### config.mk
export PLATFORM = sky130hd
export DESIGN_NAME = hazard_unit_mc
export DESIGN_NICKNAME = d
export VERILOG_FILES = /design/src/rtl/hazard_unit_mc.sv
export SDC_FILE = /design/constraint.sdc
export NUM_CORES = 1
export LEC_CHECK = 0
export CELL_PAD_IN_SITES_DETAIL_PLACEMENT = 0
export CELL_PAD_IN_SITES_GLOBAL_PLACEMENT = 1
export CORE_UTILIZATION = 37
export CTS_BUF_LIST = sky130_fd_sc_hd__clkbuf_8
export DETAILED_ROUTE_END_ITERATION = 7
export PLACE_DENSITY_LB_ADDON = 0.25
export SLEW_MARGIN = 30
export SYNTH_ARGS = -nofsm -noshare
export SYNTH_HDL_FRONTEND = slang
export SYNTH_SLANG_ARGS = --single-unit
### constraint.sdc
create_clock -name clk -period 3.9 [get_ports clk]
set_input_delay 0.39 -clock clk [delete_from_list [all_inputs] [get_ports clk]]
set_output_delay 0.39 -clock clk [all_outputs]
set_load 0.005 [all_outputs]
### src/rtl/hazard_unit_mc.sv
// Hazard and forwarding control for a 5-stage pipeline with a multi-cycle MULDIV unit in EXE.
// Generates stall/flush/enable controls, forwarding selects and a saturating stall counter.
module hazard_unit_mc #(
  parameter int AW     = 5,
  parameter int MD_LAT = 4,
  parameter int CNT_W  = 16
) (
  input  logic             clk,
  input  logic             rstn,
  input  logic             cmu_stall,
  input  logic             Branch_ID,
  input  logic             rs1use_ID,
  input  logic             rs2use_ID,
  input  logic [2:0]       hazard_optype_ID,
  input  logic [AW-1:0]    rs1_ID,
  input  logic [AW-1:0]    rs2_ID,
  input  logic [AW-1:0]    rs2_EXE,
  input  logic [AW-1:0]    rd_EXE,
  input  logic [AW-1:0]    rd_MEM,
  output logic             PC_EN_IF,
  output logic             reg_FD_EN,
  output logic             reg_FD_stall,
  output logic             reg_FD_flush,
  output logic             reg_DE_EN,
  output logic             reg_DE_flush,
  output logic             reg_EM_EN,
  output logic             reg_EM_flush,
  output logic             reg_MW_EN,
  output logic [1:0]       forward_ctrl_A,
  output logic [1:0]       forward_ctrl_B,
  output logic             forward_ctrl_ls,
  output logic             md_busy,
  output logic [CNT_W-1:0] stall_cnt
);

  typedef enum logic [2:0] {
    OP_NONE   = 3'd0,
    OP_ALU    = 3'd1,
    OP_LOAD   = 3'd2,
    OP_STORE  = 3'd3,
    OP_MULDIV = 3'd4
  } optype_e;

  // MULDIV holds EXE for MD_LAT cycles; MD_LAT=1 loads 0, so it never stalls.
  localparam logic [3:0] MD_INIT = 4'(MD_LAT - 1);

  optype_e          w_optype_id;
  optype_e          r_optype_exe;
  optype_e          r_optype_mem;
  logic [3:0]       r_md_cnt;
  logic [CNT_W-1:0] r_stall_cnt;

  logic w_ex_m1, w_ex_m2, w_mem_m1, w_mem_m2;
  logic w_exe_fwd_ok, w_mem_alu, w_mem_load;
  logic w_load_stall;

  assign w_optype_id = (hazard_optype_ID > 3'd4) ? OP_NONE : optype_e'(hazard_optype_ID);

  assign w_ex_m1  = rs1use_ID && (rs1_ID == rd_EXE) && (rd_EXE != '0);
  assign w_ex_m2  = rs2use_ID && (rs2_ID == rd_EXE) && (rd_EXE != '0);
  assign w_mem_m1 = rs1use_ID && (rs1_ID == rd_MEM) && (rd_MEM != '0);
  assign w_mem_m2 = rs2use_ID && (rs2_ID == rd_MEM) && (rd_MEM != '0);

  assign w_exe_fwd_ok = (r_optype_exe == OP_ALU) ||
                        ((r_optype_exe == OP_MULDIV) && (r_md_cnt == 4'd0));
  assign w_mem_alu    = (r_optype_mem == OP_ALU) || (r_optype_mem == OP_MULDIV);
  assign w_mem_load   = (r_optype_mem == OP_LOAD);

  function automatic logic [1:0] fwd_sel(input logic ex_m, input logic mem_m,
                                         input logic exe_ok, input logic mem_alu,
                                         input logic mem_load);
    if (ex_m && exe_ok)          return 2'd1;
    else if (mem_m && mem_alu)   return 2'd2;
    else if (mem_m && mem_load)  return 2'd3;
    else                         return 2'd0;
  endfunction

  assign forward_ctrl_A = fwd_sel(w_ex_m1, w_mem_m1, w_exe_fwd_ok, w_mem_alu, w_mem_load);
  assign forward_ctrl_B = fwd_sel(w_ex_m2, w_mem_m2, w_exe_fwd_ok, w_mem_alu, w_mem_load);

  // A STORE's rs2 is never stalled on a load; it is patched later from MEM load data.
  assign w_load_stall = (r_optype_exe == OP_LOAD) &&
                        (w_ex_m1 || (w_ex_m2 && (w_optype_id != OP_STORE)));

  assign forward_ctrl_ls = (r_optype_exe == OP_STORE) && (r_optype_mem == OP_LOAD) &&
                           (rs2_EXE == rd_MEM) && (rd_MEM != '0);

  assign md_busy   = (r_md_cnt != 4'd0);
  assign stall_cnt = r_stall_cnt;

  // NOTE: every output gets a default before the priority chain, so no path leaves one unassigned (no latches).
  always_comb begin
    PC_EN_IF     = 1'b1;
    reg_FD_EN    = 1'b1;
    reg_FD_stall = 1'b0;
    reg_FD_flush = 1'b0;
    reg_DE_EN    = 1'b1;
    reg_DE_flush = 1'b0;
    reg_EM_EN    = 1'b1;
    reg_EM_flush = 1'b0;
    reg_MW_EN    = 1'b1;
    if (cmu_stall) begin
      PC_EN_IF  = 1'b0;
      reg_FD_EN = 1'b0;
      reg_DE_EN = 1'b0;
      reg_EM_EN = 1'b0;
      reg_MW_EN = 1'b0;
    end else if (md_busy) begin
      PC_EN_IF     = 1'b0;
      reg_FD_EN    = 1'b0;
      reg_DE_EN    = 1'b0;
      reg_FD_stall = 1'b1;
      reg_EM_flush = 1'b1;
    end else if (w_load_stall) begin
      PC_EN_IF     = 1'b0;
      reg_FD_stall = 1'b1;
      reg_DE_flush = 1'b1;
    end else begin
      reg_FD_flush = Branch_ID;
    end
  end

  // NOTE: sequential state uses non-blocking assignments so all registers update from pre-edge values.
  always_ff @(posedge clk or negedge rstn) begin
    if (!rstn) begin
      r_optype_exe <= OP_NONE;
      r_optype_mem <= OP_NONE;
      r_md_cnt     <= 4'd0;
      r_stall_cnt  <= '0;
    end else begin
      if (reg_DE_flush)   r_optype_exe <= OP_NONE;
      else if (reg_DE_EN) r_optype_exe <= w_optype_id;

      if (reg_EM_flush)   r_optype_mem <= OP_NONE;
      else if (reg_EM_EN) r_optype_mem <= r_optype_exe;

      if (reg_DE_EN && !reg_DE_flush && (w_optype_id == OP_MULDIV))
        r_md_cnt <= MD_INIT;
      else if ((r_md_cnt != 4'd0) && !cmu_stall)
        r_md_cnt <= r_md_cnt - 4'd1;

      if (!PC_EN_IF && (r_stall_cnt != '1))
        r_stall_cnt <= r_stall_cnt + 1'b1;
    end
  end

endmodule

==> Yosys cells after proc, flatten, opt, wreduce, memory -nomap -nowiden <==
Cells that the tools add are included.
{ "word_totals": {"regBits": 26, "latchBits": 0, "ram_bits": 0, "rom_bits": 0, "inputBits": 34, "out_inout_bits": 31, "elab_cells": 88, "memories": 0} }
{ "op_classes": {"n_addsub": 2, "n_mul": 0, "div": 0, "n_lt_le_gt_ge": 1, "n_eq_ne": 16, "n_shift": 0, "mux": 29, "n_bitwise": 0, "n_reduce_logical": 36} }
{ "op_table": {"columns": ["op", "n"], "rows": [
  ["5-bit == test", 5],
  ["1-bit logical AND", 24],
  ["16-bit by 1-bit adder with 16-bit output, second input constant", 1],
  ["1-bit 2-to-1 mux", 16],
  ["16-bit inequality test, second input constant", 1],
  ["3-bit 2-to-1 mux", 5],
  ["2-bit 2-to-1 mux", 6],
  ["5-bit nonzero test", 2],
  ["3-bit by 2-bit == test with 1-bit output, second input constant", 3],
  ["3-bit == test, second input constant", 3],
  ["4-bit 2-to-1 mux", 2],
  ["3-bit by 1-bit == test with 1-bit output, second input constant", 2],
  ["4-bit logical NOT", 1],
  ["2-bit nonzero test", 2],
  ["4-bit nonzero test", 1],
  ["4-bit by 1-bit subtractor with 4-bit output, second input constant", 1],
  ["3-bit > comparator, second input constant", 1],
  ["1-bit logical NOT", 3],
  ["1-bit logical OR", 3],
  ["3-bit by 2-bit inequality test with 1-bit output, second input constant", 1],
  ["2-bit by 1-bit inequality test with 1-bit output, second input constant", 1]
]} }

==> Logic depth before layout (Yosys ltp) <==
Gate-level depths: netlist of run 1.
{ "depth": {"depth_word": 13, "mapped_depth": 9} }

==> Worst setup path after synthesis of run 1 <==
Ideal clock, no wire load.
{ "synth_path": {"path_type": "in2out", "startpoint": "input rd_EXE[1]", "endpoint": "output reg_FD_flush", "t_arrival_ns": 1.791, "setup_slack_ns": 1.719, "cell_stages": 6, "path_buffers": 1, "path_cell_list": "or4_1 > nor2_2 > nor4_4 > a22oi_4 > buf_6 > and3_1"} }
{ "synth_between": {"elab_chain_len": 9} }
{ "synth_rtl": {"columns": ["item", "line", "rtl"], "rows": [
  ["start, declared", "18", "input logic [AW-1:0] rd_EXE,"],
  ["5-bit == test", "60", "assign w_ex_m2 = rs2use_ID && (rs2_ID == rd_EXE) && (rd_EXE != '0);"],
  ["1-bit logical AND (2 in series)", "60", null],
  ["1-bit logical AND", "83", "(w_ex_m1 || (w_ex_m2 && (w_optype_id != OP_STORE)));"],
  ["1-bit logical OR (*)", "83", null],
  ["1-bit logical AND (*)", "82", "assign w_load_stall = (r_optype_exe == OP_LOAD) &&"],
  ["1-bit 2-to-1 mux (*)", "114", "end else if (w_load_stall) begin"],
  ["1-bit 2-to-1 mux (*)", "108", "end else if (md_busy) begin"],
  ["1-bit 2-to-1 mux (*)", "102", "if (cmu_stall) begin"],
  ["end, declared", "23", "output logic reg_FD_flush,"]
]} }
Mark *: on every way between the ends. The rest lies on a longest branch, timed or not.

==> Final worst setup path of run 1 <==
{ "layout_path": {"startpoint": "input rd_EXE[1]", "endpoint": "output PC_EN_IF"} }
{ "layout_between": {"elab_chain_len": 9} }
{ "layout_rtl": {"columns": ["item", "line", "rtl"], "rows": [
  ["5-bit == test", "60", null],
  ["1-bit logical AND (2 in series)", "60", null],
  ["1-bit logical AND", "83", null],
  ["1-bit logical OR (*)", "83", null],
  ["1-bit logical AND (*)", "82", null],
  ["1-bit 2-to-1 mux (*)", "114", null],
  ["1-bit 2-to-1 mux (*)", "108", null],
  ["1-bit 2-to-1 mux (*)", "102", null],
  ["end, declared", "20", "output logic PC_EN_IF,"]
]} }
Marks and branches as above.

==> results of run 1 <==
registers in the layout, indices dropped and copies added, names as in the netlist:
signal / flops
stall_cnt: 16
r_md_cnt: 4
r_optype_mem: 3
r_optype_exe: 3
power groups by stage:
stage          Clock [mW]  Sequential, mW  Combinational [mW]
6_report            0.225           0.484               0.487
3_5_place_dp            0           0.486               0.489
3_3_place_gp            0           0.486               0.485
4_1_cts             0.230           0.483               0.493
2_1_floorplan           0           0.469               0.252
5_1_grt             0.237           0.502               0.541
worst max-delay path, stage by stage:
cell and delay, ns:
clkdlybuf4s50_1 0.47, or4_1 0.57, nor2_2 0.18, nor4_4 0.09, a22oi_4 0.24, and2_1 0.21
clkdlybuf4s50_1 0.51
layout make-up:
class | count | share of cell area [%]
multi-input cells | 153 | 41.9
clock inverters | 1 | 1.16
clock buffers | 3 | 1.59
flip-flops and latches | 26 | 25.0
repair buffers | 68 | 25.8
inverters | 9 | 1.30
well taps | 67 | 3.23
worst max-delay path by stage:
stage                   end  slack (ns)  cells after the start
2_1_floorplan  reg_FD_flush        1.72                      6
3_3_place_gp       PC_EN_IF        0.89                      7
3_5_place_dp       PC_EN_IF        0.86                      7
4_1_cts            PC_EN_IF        0.85                      7
5_1_grt            PC_EN_IF        0.72                      7
6_report           PC_EN_IF        0.85                      7
per-layer routing:
metal,up-vias,wire length (microns),GRT usage (%)
met1,790,2210,25.9
li1,816,-,-
met4,0,4,0.654
met3,2,173,3.33
met2,37,2070,27.5
met5,-,0,0
metrics by stage:
| stage | power [mW] | instances | hold slack, ns |
|---|---|---|---|
| 2_1_floorplan | 0.720 | 194 | 0.0944 |
| 3_3_place_gp | 0.971 | 323 | 0.461 |
| 3_5_place_dp | 0.975 | 323 | 0.470 |
| 4_1_cts | 1.21 | 327 | 0.484 |
| 5_1_grt | 1.28 | 327 | 0.503 |
| 6_report | 1.20 | 327 | 0.473 |
cell usage in the layout (no fill, tap or decap), types with 2 or more instances in the layout:
cell type / n
clkdlybuf4s50_1: 64
nand2_1: 27
dfrtp_1: 26
xor2_1: 22
xnor2_1: 20
nand3_1: 9
a211oi_1: 9
inv_1: 8
a21oi_1: 7
nand4_1: 6
nor2_1: 5
o21ai_0: 4
buf_4: 4
nor4_1: 3
and3_1: 3
nor3_1: 3
ha_1: 3
clkbuf_8: 3
and2_1: 2
or4_1: 2
nor3b_1: 2
a22o_1: 2
mux2_1: 2
or3_1: 2
a2111oi_2: 2
or2_2: 2
cells by family after synthesis:
| kind of cell | after synthesis | share of synthesized area (%) |
|---|---|---|
| DFF | 26 | 36.0 |
| xor gates and xnor gates | 42 | 20.3 |
| and+or+nand+nor | 75 | 23.0 |
| muxes | 2 | 1.24 |
| buffers and inverters | 15 | 3.94 |
| adders and majority gates | 3 | 2.07 |
| AOI/OAI and AO/OA | 31 | 13.5 |
==> results.yml, run 1 <==
floorplanning:
  io_pins: 65
  start_util_pct: 38.3
  rows: 25
  design.core.area_sq_um: 4720
  die-width_microns: 71.9
  dieArea_sq_um: 5170
  die_y_microns: 71.9
power_and_ir_drop:
  p_int_mw: 0.791
  power.share.clock_pct: 18.8
  p_leak_nw: 1.02
  ir_worst_vdd_mv: 0.320
  power_density_nw_per_um2: 460
  p_seq_share_pct: 40.5
  combPwrFrac_pct: 40.7
  switchingPower_mw: 0.405
  switching_share_pct: 33.9
drt:
  wl_microns: 4460
  vias_per_cell: 5.03
  post-route-drc-count: 0
  wl_per_cell_microns: 13.6
  routed-via-count: 1645
  drtAntennaViolNets: 0
  firstDrtPassIters: 4
  initialDrtViolationCount: 63
placed_design:
  dp_hpwl_microns: 3470
  io_buffers: 64
  place_area_sq_um: 2530
  gp_congestion: 0.846
  pre_cts_ws_ns: 0.861
sta:
  rsz0062_at_grt: "false"
  layout_setup_ws_ns: 0.846
  setup_violations: 0
  maxSlewHeadroom_pct: 68.1
  hold_viol: 0
  tns_ns: 0
  post-route-period-util_pct: 78.3
  finClkSkew_ns: 0.0109
  fmax_mhz: 327
  drv_slew: 0
  tightest_slew_ns: 0.474
  final.min_clock_period_ns: 3.05
synth:
  ys.flop_type: "dfrtp_1"
  syn_avg_cell_area_sq_um: 9.33
  synth.most_common_cell: "nand2_1"
  synth_top_area_share_pct: 36.0
  syn_nets: 231
  ys_top_cells_by_area: "dfrtp_1, xor2_1, xnor2_1"
  netlist_instances: 194
  netlist_area_sq_um: 1810
  synth_edf_count: 0
  synth.top_cells.by_count: "nand2_1, dfrtp_1, xor2_1"
  synth_cell_types: 43
  ys_seq_elements: 26
  synth_top_cell_by_area: "dfrtp_1"
  async_flop_share_pct: 100
  yosysSeqAreaShare_pct: 36.0
  ys.warnings.count: 0
global_routing:
  grtUsageTotal_pct: 17.3
  antenna_found_initial: 0
  grt_start_max_net_pins: 27
  grt_pass1_wl_microns: 7200
  grt_pass1_vias: 1480
  grt-ovfl-total: 0
clocking:
  cts_setup_buffers: 0
  root_buffer: "clkbuf_8"
  cts_resized: 0
  cts_buffer_depth: 2
  worst_skew_pair.late_latency_ns: 0.27
  clkSinkCount: 26
  postCtsHoldBufs: 0
  numCtsBuffers: 3
  cts_htree_levels: 1
  cts_tree: "built"
  clk_pin_slew_worst_paths_ns: 0.10
final_layout:
  multi_input_area_sq_um: 1090
  diodes: 0
  final_core_util_pct: 55.0
  fillers: 445
  register_area_sq_um: 651
  drive_gt1_share_pct: 6.92
  area_growth_pct: 43.6
  fin_area_sq_um: 2600
  num-nets-final: 298
worst_setup_path:
  timing.rr.end: "stall_cnt[1]"
  timing.rr.start: "r_md_cnt[0]"
  rr_worst_depth: 8
  required_ns: 3.51
  r2r_setup_slack_ns: 1.70
  criticalPathCategory: "in2out"
  crit_path_end_kind: "primary output"
  worstSetupStartpointType: "input pin"
  path_max_fanout: 5
  arrival_ns: 2.66
  startpoint: "rd_EXE[1]"
status:
  status: "finished, final reports clean"
job:
  maxCapViolCount: 0
worst_hold_path:
  min_path_type: "in2async"
(Power assumes the default switching activity.)
==> inputs of run 2 (changes only) <==
--- a/config.mk
+++ b/config.mk
@@ -7,7 +7,7 @@
 export LEC_CHECK = 0
 export CELL_PAD_IN_SITES_DETAIL_PLACEMENT = 0
 export CELL_PAD_IN_SITES_GLOBAL_PLACEMENT = 1
-export CORE_UTILIZATION = 37
+export CORE_UTILIZATION = 31
 export CTS_BUF_LIST = sky130_fd_sc_hd__clkbuf_8
 export DETAILED_ROUTE_END_ITERATION = 7
 export PLACE_DENSITY_LB_ADDON = 0.25
==> constraint.sdc (replaced) <==
create_clock -name clk -period 2.7 [get_ports clk]
set_input_delay 0.27 -clock clk [delete_from_list [all_inputs] [get_ports clk]]
set_output_delay 0.27 -clock clk [all_outputs]
set_load 0.005 [all_outputs]
==> results.yml, run 2 (synthesized netlist as in run 1, its figures left out) <==
clocking:
  cts_htree_levels: 1
  worst_skew_pair.late_latency_ns: 0.27
  clkSinkCount: 26
  numCtsBuffers: 3
  root_buffer: "clkbuf_8"
  postCtsHoldBufs: 0
  clk_pin_slew_worst_paths_ns: 0.09
  cts_tree: "built"
  cts_setup_buffers: 0
  cts_buffer_depth: 2
job:
  maxCapViolCount: 0
sta:
  setup_violations: 0
  final.min_clock_period_ns: 2.54
  tightest_slew_ns: 0.393
  fmax_mhz: 393
  finClkSkew_ns: 0.00525
  layout_setup_ws_ns: 0.158
  post-route-period-util_pct: 94.2
  drv_slew: 0
  maxSlewHeadroom_pct: 73.5
  hold_viol: 0
  rsz0062_at_grt: "false"
final_layout:
  stdcell_count: 343
  area_growth_pct: 49.4
  diodes: 0
  multi_input_area_sq_um: 1110
  fillers: 537
  drive_gt1_share_pct: 11.8
  final_cell_mix: "clkdlybuf4s50_1, nand2_1, dfrtp_1, xor2_1, xnor2_1"
  largest_reg_flops: 16
  layout_commonest_cell: "clkdlybuf4s50_1"
  register_area_sq_um: 651
  num-nets-final: 309
status:
  status: "finished, final reports clean"
floorplanning:
  start_util_pct: 32.5
  die_y_microns: 78.4
  die-width_microns: 78.4
  design.core.area_sq_um: 5570
  io_pins: 65
  dieArea_sq_um: 6150
  rows: 27
drt:
  drtAntennaViolNets: 0
  initialDrtViolationCount: 28
  highest_layer: "met4"
  vias_per_cell: 4.87
  met3WireLength_microns: 279
  post-route-drc-count: 0
  wl_microns: 4720
  routed-via-count: 1671
  m1WireLength_microns: 2320
  wl_met2_microns: 2000
  firstDrtPassIters: 4
  wl_per_cell_microns: 13.7
worst_setup_path:
  path_max_fanout: 5
  worstSetupStartpointType: "input pin"
  timing.rr.start: "r_optype_exe[1]"
  startpoint: "rd_EXE[1]"
  required_ns: 2.43
  arrival_ns: 2.27
  crit_path_end_kind: "primary output"
  criticalPathCategory: "in2out"
power_and_ir_drop:
  power_density_nw_per_um2: 617
  ir_worst_vdd_mv: 0.369
  power.total_mw: 1.67
  p_leak_nw: 1.12
global_routing:
  grt_pass1_vias: 1604
  antenna_found_initial: 0
  grt_pass1_wl_microns: 7580
  grtUsageTotal_pct: 15.8
  grt-ovfl-total: 0
  grt_start_max_net_pins: 27
placed_design:
  dp_hpwl_microns: 3550
  io_buffers: 64
  dp.cells: 339
  pre_cts_ws_ns: -0.0711
  gp_congestion: 0.802
worst_hold_path:
  min_path_type: "in2async"
[run 2: changes by cell type in the layout (fill, tap and decap cells not counted), sizes merged]
cell and delta:
buf +11, clkdlybuf4s50 -6, dlymetal6s2s +4, dlygate4sd2 +2, bufinv -1, clkbuf +1
[run 2: cell type report]
class                      count  share of cell area, %
sequential                    26                   24.1
tap                           72                   3.33
inverter                       9                   1.25
clock buffer                   4                   2.04
multi-input combinational    153                   41.2
timing repair buffer          79                   28.1
[run 2: worst max-delay path, stage by stage]
cell,delay (ns)
dlygate4sd2_1,0.27
or4_4,0.56
nor2_4,0.16
nor4_4,0.08
a22oi_4,0.22
and3_1,0.21
clkdlybuf4s50_1,0.50
[run 2: stage by stage]
| step | setup TNS [ns] | hold slack (ns) | util, % | area, sq um |
|---|---|---|---|---|
| after floorplan | 0 | -0.0256 | - | 1810 |
| after global placement | -0.109 | 0.468 | 46.9 | 2620 |
| after detailed placement | -0.169 | 0.466 | 46.9 | 2620 |
| after CTS | -0.0147 | 0.365 | 48.2 | 2690 |
| after global routing | 0 | 0.375 | 48.5 | 2700 |
| final | 0 | 0.359 | 48.5 | 2700 |
[run 2: what timing repair did]
item | in CTS | in global routing
pin swaps | 1 | 1
resized for setup | 6 | 5
setup endpoints to repair | 4 | 5
[run 2: metal layers]
layer	vias up	track usage, %
li1	836	-
met1	775	21.8
met2	51	23.9
met3	9	2.67
met4	0	7.59
met5	-	0
[run 2: worst paths after layout]
| kind | to | slack, ns | depth (start not counted) |
|---|---|---|---|
| max in group asynchronous | stall_cnt[14] | 2.08 | 2 |
| min in group clk | r_md_cnt[3] | 0.48 | 1 |
| worst min-delay path | r_md_cnt[0] | 0.36 | 2 |
| worst max register to register | stall_cnt[11] | 0.56 | 6 |
| worst max-delay path | reg_FD_flush | 0.16 | 7 |
| worst min register to register | r_md_cnt[3] | 0.48 | 1 |
[run 2: power by group]
| group | internal, mW | switching, mW |
|---|---|---|
| clock network | 0.131 | 0.125 |
| logic | 0.424 | 0.292 |
| registers | 0.529 | 0.166 |
| total | 1.08 | 0.584 |
==> inputs of run 3 (changes only) <==
==> constraint.sdc (replaced) <==
create_clock -name clk -period 2.7 [get_ports clk]
set_input_delay 0.405 -clock clk [delete_from_list [all_inputs] [get_ports clk]]
set_output_delay 0.405 -clock clk [all_outputs]
set_load 0.005 [all_outputs]
==> results.yml, run 3 (synthesized netlist as in run 1, its figures left out) <==
status:
  status: "finished, final reports clean"
sta:
  maxSlewHeadroom_pct: 74.2
  final.min_clock_period_ns: 2.60
  rsz0062_at_grt: "false"
  hold_viol: 0
  tightest_slew_ns: 0.387
  post-route-period-util_pct: 96.4
  finClkSkew_ns: 0.00526
  fmax_mhz: 384
  drv_slew: 0
  setup_violations: 0
clocking:
  cts_htree_levels: 1
  root_buffer: "clkbuf_8"
  cts_buffer_depth: 2
  postCtsHoldBufs: 0
  cts_tree: "built"
  numCtsBuffers: 3
  worst_skew_pair.late_latency_ns: 0.27
  clk_pin_slew_worst_paths_ns: 0.09
  clkSinkCount: 26
drt:
  wl_microns: 5090
  vias_per_cell: 4.88
  post-route-drc-count: 0
  firstDrtPassIters: 4
  drtAntennaViolNets: 0
  wl_per_cell_microns: 14.0
  initialDrtViolationCount: 47
  routed-via-count: 1770
floorplanning:
  io_pins: 65
  start_util_pct: 32.5
  die_y_microns: 78.4
  design.core.area_sq_um: 5570
  die-width_microns: 78.4
  dieArea_sq_um: 6150
  rows: 27
worst_setup_path:
  path_buf_inv: 3
  criticalPathCategory: "in2out"
  cp_slowest_stage_delay_ns: 0.45
  arrival_ns: 2.20
  path_max_fanout: 2
  crit_family: "buffers and inverters"
  crit_chain: "clkdlybuf4s50_1 -> buf_4 -> xnor2_1 -> nand4_1 -> nor4_4 -> o211ai_1 -> a21oi_1 -> dlygate4sd2_1"
  cp_slowest_cell: "clkdlybuf4s50_1"
  worstSetupStartpointType: "input pin"
  crit_path_end_kind: "primary output"
  required_ns: 2.30
placed_design:
  dp_hpwl_microns: 3770
  place_area_sq_um: 2730
  dp.cells: 354
  io_buffers: 64
  gp_congestion: 0.923
final_layout:
  fin_area_sq_um: 2890
  layout_commonest_cell: "clkdlybuf4s50_1"
  final_core_util_pct: 51.8
  final_cell_mix: "clkdlybuf4s50_1, buf_4, nand2_1, dfrtp_1, xor2_1"
  num-nets-final: 329
  fillers: 542
  register_area_sq_um: 651
  largest_reg_flops: 16
  drive_gt1_share_pct: 19.9
  multi_input_area_sq_um: 1150
  area_growth_pct: 59.5
  diodes: 0
  stdcell_count: 363
global_routing:
  grt-busiest-layer: "met2"
  antenna_found_initial: 0
  met2_usage_pct: 29.1
  grt_pass1_wl_microns: 8470
  grt_use_met3_pct: 2.44
  grt-ovfl-total: 0
  grt_start_max_net_pins: 27
  grtUsageTotal_pct: 17.4
  grt_pass1_vias: 1788
  use_met1_pct: 22.9
job:
  maxCapViolCount: 0
power_and_ir_drop:
  power_density_nw_per_um2: 612
  p_leak_nw: 1.26
  ir_worst_vdd_mv: 0.342
worst_hold_path:
  min_path_type: "reg2reg"
-- run 3: cell count changes in the layout (fill, tap and decap cells not counted), sizes merged --
cell,previous run,this run
buf,15,35
bufinv,0,1
clkbuf,4,3
clkdlybuf4s50,58,42
dlygate4sd2,2,19
dlymetal6s2s,4,3
-- run 3: through the flow --
stage | total power, mW | setup WS [ns] | TNS, ns | hold WS, ns
floorplan | 1.04 | 0.489 | 0 | 0.109
global placement | 1.44 | -0.350 | -2.28 | 0.465
detailed placement | 1.44 | -0.335 | -2.21 | 0.468
CTS | 1.78 | -0.186 | -0.186 | 0.485
global route | 1.90 | 0.00608 | 0 | 0.510
finish | 1.77 | 0.0981 | 0 | 0.484
-- run 3: final cells by class --
cell class | count | share of cell area (%)
tap | 72 | 3.12
multi-input combinational | 153 | 40.0
clock buffer | 3 | 1.43
timing repair buffer | 99 | 30.7
clock inverter | 1 | 1.04
inverter | 9 | 1.17
sequential | 26 | 22.5
-- run 3: timing repair --
action	CTS	global route
hold endpoints to repair	0	0
setup endpoints to repair	9	7
setup buffers	4	2
pin swaps	13	10
gates cloned	0	0
resized for setup	29	6
-- run 3: worst register-to-register path, delay by kind of cell (launching register included) --
family / cells / cell delay, ns
compound gates: 1 / 0.16
fa+ha+maj: 1 / 0.18
flops: 1 / 0.42
xor+xnor: 1 / 0.16
simple gates: 4 / 1.17
-- run 3: path summary, 6_finish.rpt --
path	start	end	slack (ns)	depth (start not counted)
worst min-delay path	r_md_cnt[3]	r_md_cnt[3]	0.48	1
worst min register to register	r_md_cnt[3]	r_md_cnt[3]	0.48	1
worst max register to register	stall_cnt[0]	stall_cnt[14]	0.53	7
worst max-delay path	rs1_ID[4]	forward_ctrl_A[1]	0.1	8
min in group asynchronous	rstn	r_md_cnt[2]	0.50	2
max in group asynchronous	rstn	stall_cnt[3]	1.94	2
-- run 3: layer usage --
| metal | share of wire, % | vias to the layer above |
|---|---|---|
| li1 | - | 881 |
| met1 | 47 | 833 |
| met2 | 46 | 52 |
| met3 | 5.2 | 4 |
| met4 | 1.2 | 0 |
| met5 | 0 | - |
-- run 3: power breakdown --
part	leakage, nW	internal, mW	total (mW)	switching [mW]
clock network	0.0357	0.198	0.328	0.129
registers	0.305	0.529	0.694	0.164
logic	0.919	0.438	0.745	0.306
total	1.26	1.17	1.77	0.600
